--- src/rtl/pc_seq.sv ---
// Multi-cycle PC sequencer for MIPS-C: fetch handshake, execute wait, next-PC select,
// single-cycle PC write, plus EPC ownership for exception/ERET redirection.
module pc_seq #(
  parameter logic [31:0] EXC_VEC = 32'hBFC00380,
  parameter logic [31:0] RST_VEC = 32'hBFC00000
) (
  input  logic        CLK_I,
  input  logic        Reset_I,
  input  logic [31:0] PC_I,
  output logic [31:0] Addr_O,
  output logic        PCWrite_O,
  output logic        IReq_O,
  input  logic        IAck_I,
  input  logic [31:0] Instr_I,
  output logic [31:0] IR_O,
  input  logic        ExDone_I,
  input  logic        Br_I,
  input  logic        Jmp_I,
  input  logic        Jr_I,
  input  logic [31:0] Rs_I,
  input  logic        Exc_I,
  input  logic        Eret_I,
  output logic [31:0] EPC_O,
  output logic        AdEL_O,
  output logic        Busy_O
);

  typedef enum logic [1:0] {BOOT, FETCH, EXEC, UPDATE} state_t;

  state_t      state_q, state_d;
  logic [31:0] addr_d, ir_d, epc_d;
  logic        pcw_d, ireq_d, adel_d, busy_d;

  logic [31:0] seq_pc, br_pc, jmp_pc;
  logic        jr_bad;

  assign seq_pc = PC_I + 32'd4;
  assign br_pc  = seq_pc + {{14{IR_O[15]}}, IR_O[15:0], 2'b00};
  assign jmp_pc = {PC_I[31:28], IR_O[25:0], 2'b00};
  assign jr_bad = Jr_I && (Rs_I[1:0] != 2'b00);

  always_comb begin
    state_d = state_q;
    addr_d  = Addr_O;
    ir_d    = IR_O;
    epc_d   = EPC_O;
    ireq_d  = IReq_O;
    pcw_d   = 1'b0;
    adel_d  = 1'b0;
    case (state_q)
      BOOT: begin
        state_d = FETCH;
        ireq_d  = 1'b1;
      end
      FETCH: begin
        if (IAck_I) begin
          ir_d    = Instr_I;
          ireq_d  = 1'b0;
          state_d = EXEC;
        end
      end
      EXEC: begin
        if (ExDone_I) begin
          state_d = UPDATE;
          pcw_d   = 1'b1;
          // A misaligned JR only faults when no exception/ERET outranks it.
          if (Exc_I || (!Eret_I && jr_bad)) begin
            addr_d = EXC_VEC;
            epc_d  = PC_I;
            adel_d = !Exc_I;
          end else if (Eret_I) begin
            addr_d = EPC_O;
          end else if (Jr_I) begin
            addr_d = Rs_I;
          end else if (Jmp_I) begin
            addr_d = jmp_pc;
          end else if (Br_I) begin
            addr_d = br_pc;
          end else begin
            addr_d = seq_pc;
          end
        end
      end
      UPDATE: begin
        state_d = FETCH;
        ireq_d  = 1'b1;
      end
      default: state_d = BOOT;
    endcase
    busy_d = (state_d != BOOT);
  end

  always_ff @(posedge CLK_I or negedge Reset_I) begin
    if (!Reset_I) begin
      state_q   <= BOOT;
      Addr_O    <= RST_VEC;
      PCWrite_O <= 1'b0;
      IReq_O    <= 1'b0;
      IR_O      <= '0;
      EPC_O     <= '0;
      AdEL_O    <= 1'b0;
      Busy_O    <= 1'b0;
    end else begin
      state_q   <= state_d;
      Addr_O    <= addr_d;
      PCWrite_O <= pcw_d;
      IReq_O    <= ireq_d;
      IR_O      <= ir_d;
      EPC_O     <= epc_d;
      AdEL_O    <= adel_d;
      Busy_O    <= busy_d;
    end
  end

endmodule

--- config.mk ---
export PLATFORM = sky130hd
export DESIGN_NAME = pc_seq
export DESIGN_NICKNAME = d
export VERILOG_FILES = /design/src/rtl/pc_seq.sv
export SDC_FILE = /design/constraint.sdc
export NUM_CORES = 1
export LEC_CHECK = 0
export BUFFER_PORTS_ARGS = -buffer_cell sky130_fd_sc_hd__buf_4
export CORE_AREA = 2 2 136 138
export DETAILED_ROUTE_END_ITERATION = 12
export DIE_AREA = 0 0 138 140
export GPL_TIMING_DRIVEN = 0
export PLACE_DENSITY = 0.66
export SYNTH_ARGS = -nofsm -noshare
export SYNTH_HDL_FRONTEND = slang
export SYNTH_SLANG_ARGS = --single-unit
--- constraint.sdc ---
create_clock -name CLK_I -period 2.3 [get_ports CLK_I]
set_clock_uncertainty 0.1 [all_clocks]
set_input_delay 0.46 -clock CLK_I [delete_from_list [all_inputs] [get_ports CLK_I]]
set_output_delay 0.46 -clock CLK_I [all_outputs]
set_load 0.02 [all_outputs]
After elaboration in Yosys (flattened, before gate mapping)
Cells that the tools add are included.
{"block": "op_classes", "n_reduce_logical": 14, "muxes": 15, "n_eq_ne": 4, "n_addsub": 2}
{"cell": "two-way mux 32 bit", "n": 5}
{"cell": "adder 32 x 3 -> 32 bit, second input constant", "n": 1}
{"cell": "adder 32 bit", "n": 1}
{"cell": "two-way mux 1 bit", "n": 6}
{"cell": "one-hot mux 2 bit (3 select lines)", "n": 1}
{"cell": "AND reduction 2 bit", "n": 3}
{"cell": "nonzero test 2 bit", "n": 3}
{"cell": "equality test 2 bit, second input constant", "n": 2}
{"cell": "two-way mux 2 bit", "n": 2}
{"cell": "AND reduction 3 bit", "n": 1}
{"cell": "equality test 2 x 1 -> 1 bit, second input constant", "n": 1}
{"cell": "logical AND 1 bit", "n": 2}
{"cell": "zero test 1 bit", "n": 2}
{"cell": "zero test 2 bit", "n": 1}
{"cell": "inequality test 2 bit, second input constant", "n": 1}
{"cell": "one-hot mux 1 bit (2 select lines)", "n": 1}
{"cell": "OR reduction 2 bit", "n": 1}
{"cell": "logical OR 1 bit", "n": 1}
{"block": "word_totals", "out_inout_bits": 100, "reg_bits": 102, "inputBits": 105, "elab_cells": 43}

Longest topological paths before layout
{"block": "depth", "ltp_word": 7, "ltp_mapped": 16, "depth_no_buf": 15}

Worst setup path after synthesis
Ideal clock, no wire load.
{"block": "synth_timing", "path_type": "in2reg", "start": "in PC_I[2]", "end": "reg Addr_O[29]", "setup_time_ns": 0.073, "setup_slack_ns": -1.008, "path_stages": 15, "t_arrival_ns": 3.135, "cell_sequence": "ha_1 inv_1 nor4_4 nand3_1 xnor2_1 ha_1 buf_2 nand4_1 nor3_1 a22o_1 a31oi_1 a2111oi_2 nor3_1 nand3b_1 a21boi_1"}
{"block": "synth_via", "elab_chain_cells": 7}
{"item": "start: declaration", "line": "9", "text": "input logic [31:0] PC_I,"}
{"item": "adder 32 x 3 -> 32 bit *", "line": "37", "text": "assign seq_pc = PC_I + 32'd4;"}
{"item": "adder 32 bit", "line": "38", "text": "assign br_pc = seq_pc + {{14{IR_O[15]}}, IR_O[15:0], 2'b00};"}
{"item": "two-way mux 32 bit *", "line": "77", "text": "end else if (Br_I) begin"}
{"item": "two-way mux 32 bit *", "line": "75", "text": "end else if (Jmp_I) begin"}
{"item": "two-way mux 32 bit *", "line": "73", "text": "end else if (Jr_I) begin"}
{"item": "two-way mux 32 bit *", "line": "71", "text": "end else if (Eret_I) begin"}
{"item": "two-way mux 32 bit *", "line": "67", "text": "if (Exc_I || (!Eret_I && jr_bad)) begin"}
{"item": "end signal: assignment", "line": "105", "text": "Addr_O <= addr_d;"}
{"item": "end: declaration", "line": "10", "text": "output logic [31:0] Addr_O,"}
Mark *: on every way between the ends. The rest lies on a longest branch, timed or not.
A chain may end at the register's enable or synchronous reset.

Final worst setup path
{"block": "layout_timing", "start": "in PC_I[18]", "end": "reg Addr_O[31]"}
The elaborated chain is that of the path after synthesis.

==> results_dict.tcl <==
set metrics [dict create \
    n_fill_cell 1549 \
    synthMuxAreaShare 0.107 \
    status "finished, violations left" \
    yosys_warnings 0 \
    synth-adder-area-share 0.0692 \
    slew_violations 0 \
    clk_path_buf_depth 2 \
    grt_pass1_wl_microns 44100 \
    synthSimpleGateAreaFrac 0.166 \
    seq_area_sq_um 2560 \
    ys.flop_type "dfrtp_1" \
    row_count 49 \
    avgSynthCellArea_sq_um 9.17 \
    maxSlewHeadroom 0.361 \
    cp-endpoint "Addr_O[31]" \
    period_needed_ps 3310 \
    cp_slowest_stage_delay_ps 500 \
    setup_ws_ps -1010 \
    drcViolationCount 0 \
    synthToLayoutAreaGrowth_pct 49.2 \
    cts.sink_count 102 \
    min_period_over_period 1.44 \
    die_area_sq_um 19300 \
    numCtsBuffers 9 \
    root_buffer "clkbuf_16" \
    die_h_microns 140 \
    routed_wire_length_per_instance_microns 22.8 \
    drt_iter0_markers 683 \
    netlist_area_sq_um 7340 \
    initial_core_util 0.413 \
    reg2reg_depth 9 \
    nets 1218 \
    place_congestion 0.922 \
    synth_top_area_cell "dfrtp_1" \
    synth-edff-count 0 \
    synth-xor-area-share 0.0544 \
    portBuffers 202 \
    cap_violations 0 \
    end_kind "flip-flop" \
    hold_viol 0 \
    syn_nets 945 \
    die_w_microns 138 \
    grtUsageTotal 0.295 \
    overflow 0 \
    io_pins 205 \
    dr.pass1.iters 5 \
    insertion_delay_ps 360 \
    whs_path_depth 2 \
    htreeDepth 3 \
    layout-drive-gt1-share 0.469 \
    cts.clk_slew.worst_paths_ps 80 \
    setup_viol 25 \
    fin_area_sq_um 10900 \
    cts_tree "yes" \
    powerDensity_nw_per_um2 1270 \
    tightest_slew_ps 959 \
    worstSetupStartpoint "PC_I[18]" \
    drt-total-wl_microns 29800 \
    rrSetupSlack_ps -910 \
    vias 7826 \
    postLayoutCoreUtil 0.616 \
    rr_startpoint "IR_O[15]" \
    synth_area_leaders "dfrtp_1 (32%), mux2_2 (10%), ha_1 (6.6%)" \
    synth_top_family_by_area "compound AO/OA/AOI/OAI gates" \
    violations "negative setup slack" \
    crit_path_cell_trace "buf_8, and4_4, nand4_1, nor4_2, xor2_1, ha_1, a21o_1, a211o_1, a21oi_2, o21ai_2, buf_4, o41ai_4, o21ai_1, nor3b_2" \
    multi_input_area_sq_um 5350 \
    post-place-ws_ps -1620 \
    synthCells 800 \
    drtAntennaViolNets 0 \
    cp-start-kind "input port" \
    synthArstFlopShare 1.00 \
    ir_drop_mv 0.788 \
    synth_cell_types 76 \
    place_area_sq_um 9380 \
    fmax_mhz 302 \
    p_leak_uw 0.00482 \
    hold_class "input port to flip-flop" \
    antenna_found_initial 1 \
    synth_compound_area_frac 0.223 \
    ys_ff_latch 102 \
    grt_pass1_vias 7546 \
    synth_top_area_frac 0.317 \
    hpwl_microns 22000 \
    coreArea_sq_um 17800 \
    setup.worst_path.class "input port to flip-flop" \
    yosysSeqAreaShare 0.349 \
    avgViaCountPerCell 5.98 \
    grt_start_max_net_pins 103 \
    rsz0062_at_grt "true" \
    cp_slowest_cell "o41ai_4" \
    crit_arrival_ps 3500 \
    required_ps 2490 \
    crit-reg2reg-capture "Addr_O[31]" \
    cp_max_fo 4 \
]
## registers in the layout (all words and copies together) (netlist names)
signal / cells
AdEL_O: 1
Addr_O: 32
Busy_O: 1
EPC_O: 32
IR_O: 32
IReq_O: 1
PCWrite_O: 1
state_q: 2
## layer usage
| metal | share of wire | vias up | track usage |
|---|---|---|---|
| li1 | - | 3543 | - |
| met1 | 0.40 | 3808 | 0.385 |
| met2 | 0.47 | 420 | 0.479 |
| met3 | 0.094 | 55 | 0.0660 |
| met4 | 0.034 | 0 | 0.112 |
| met5 | 0 | - | 0 |
## worst min path at each step
stage	startpoint	end	slack, ps
finish	Instr_I[29]	IR_O[29]	220
global route	Instr_I[31]	IR_O[31]	210
CTS	Exc_I	AdEL_O	210
detailed placement	Addr_O[0]	Addr_O[0]	370
global placement	Addr_O[0]	Addr_O[0]	360
floorplan	Reset_I	AdEL_O	60
## cell usage after synthesis, types with 5 or more instances
| master | n |
|---|---|
| a211oi_1 | 11 |
| a21o_1 | 5 |
| a21oi_1 | 68 |
| a221o_1 | 5 |
| a222oi_1 | 5 |
| a31oi_1 | 9 |
| and2_1 | 8 |
| and3_1 | 7 |
| buf_2 | 14 |
| clkbuf_1 | 20 |
| dfrtp_1 | 93 |
| dfstp_2 | 9 |
| ha_1 | 39 |
| inv_1 | 20 |
| mux2_2 | 65 |
| mux2i_1 | 5 |
| nand2_1 | 66 |
| nand2b_1 | 6 |
| nand3_1 | 21 |
| nand4_1 | 15 |
| nor2_1 | 63 |
| nor2b_1 | 6 |
| nor3_1 | 14 |
| o211ai_1 | 7 |
| o21a_1 | 7 |
| o21ai_0 | 49 |
| o21ai_1 | 10 |
| o22ai_1 | 14 |
| o31ai_1 | 9 |
| or3_1 | 5 |
| xnor2_1 | 24 |
| xor2_1 | 16 |
## logic make-up (layout without fill, tap and decap cells)
logic type / after synthesis / count (layout)
buffers and inverters: 57 / 335
AND/OR/NAND/NOR: 237 / 237
other: 0 / 1
XOR/XNOR: 43 / 43
multiplexers: 70 / 70
adder cells (fa/ha/maj): 40 / 40
AO/OA/AOI/OAI: 251 / 251
flip-flops: 102 / 102
## critical path, delay by kind of cell
kind / cells / cell delay (ps)
buf+inv: 2 / 230
compound gates: 6 / 1320
fa+ha+maj: 1 / 310
xor+xnor: 1 / 260
simple gates: 4 / 900
## per-stage QoR
stage	power, uW	cells	hold WS [ps]	TNS (ps)
2_1_floorplan	8220	800	64.4	-12490
3_3_place_gp	10900	1231	365	-40060
3_5_place_dp	11000	1232	371	-41900
4_1_cts	13400	1277	209	-13860
5_1_grt	14700	1307	212	-18090
6_report	14000	1308	220	-14830
## area by class of cell
type                    instances  share of cell area
multi-input cells             641               0.489
diodes                          1            0.000229
repair buffers                263               0.199
clock buffers                  10              0.0218
plain buffers                  35              0.0167
clock inverters                 6             0.00572
flip-flops and latches        102               0.234
inverters                      21             0.00732
well taps                     229              0.0262
## placed cells by master, fill, tap and decap left out, drive strengths merged, types with 6 or more instances in the layout
cell type,count
xor2,17
a211oi,12
o31ai,9
mux2,65
and3,7
o21ai,59
nor2b,6
nand2,66
o21a,7
and2,8
o211ai,7
inv,24
a21oi,69
nor2,63
a31oi,9
nand4,17
nor4,6
nand3,21
a21boi,6
dfrtp,93
clkbuf,32
xnor2,26
buf,275
dfstp,9
nand2b,7
ha,39
nor3,15
o22ai,14
## what timing repair did
item | CTS | global route
endpoints found under the hold margin | 0 | 33
resized for setup | 113 | 64
hold buffers | 0 | 1
pin swaps | 57 | 49
setup endpoints to repair | 62 | 42
gates cloned | 0 | 0
setup buffers | 30 | 28
## report_power, final
part / leakage (uW) / switching, uW / internal [uW]
sequential: 0.00122 / 870 / 2690
clock: 0.000149 / 808 / 797
combinational: 0.00344 / 4770 / 4030
total: 0.00482 / 6440 / 7510
(Power assumes the default switching activity.)
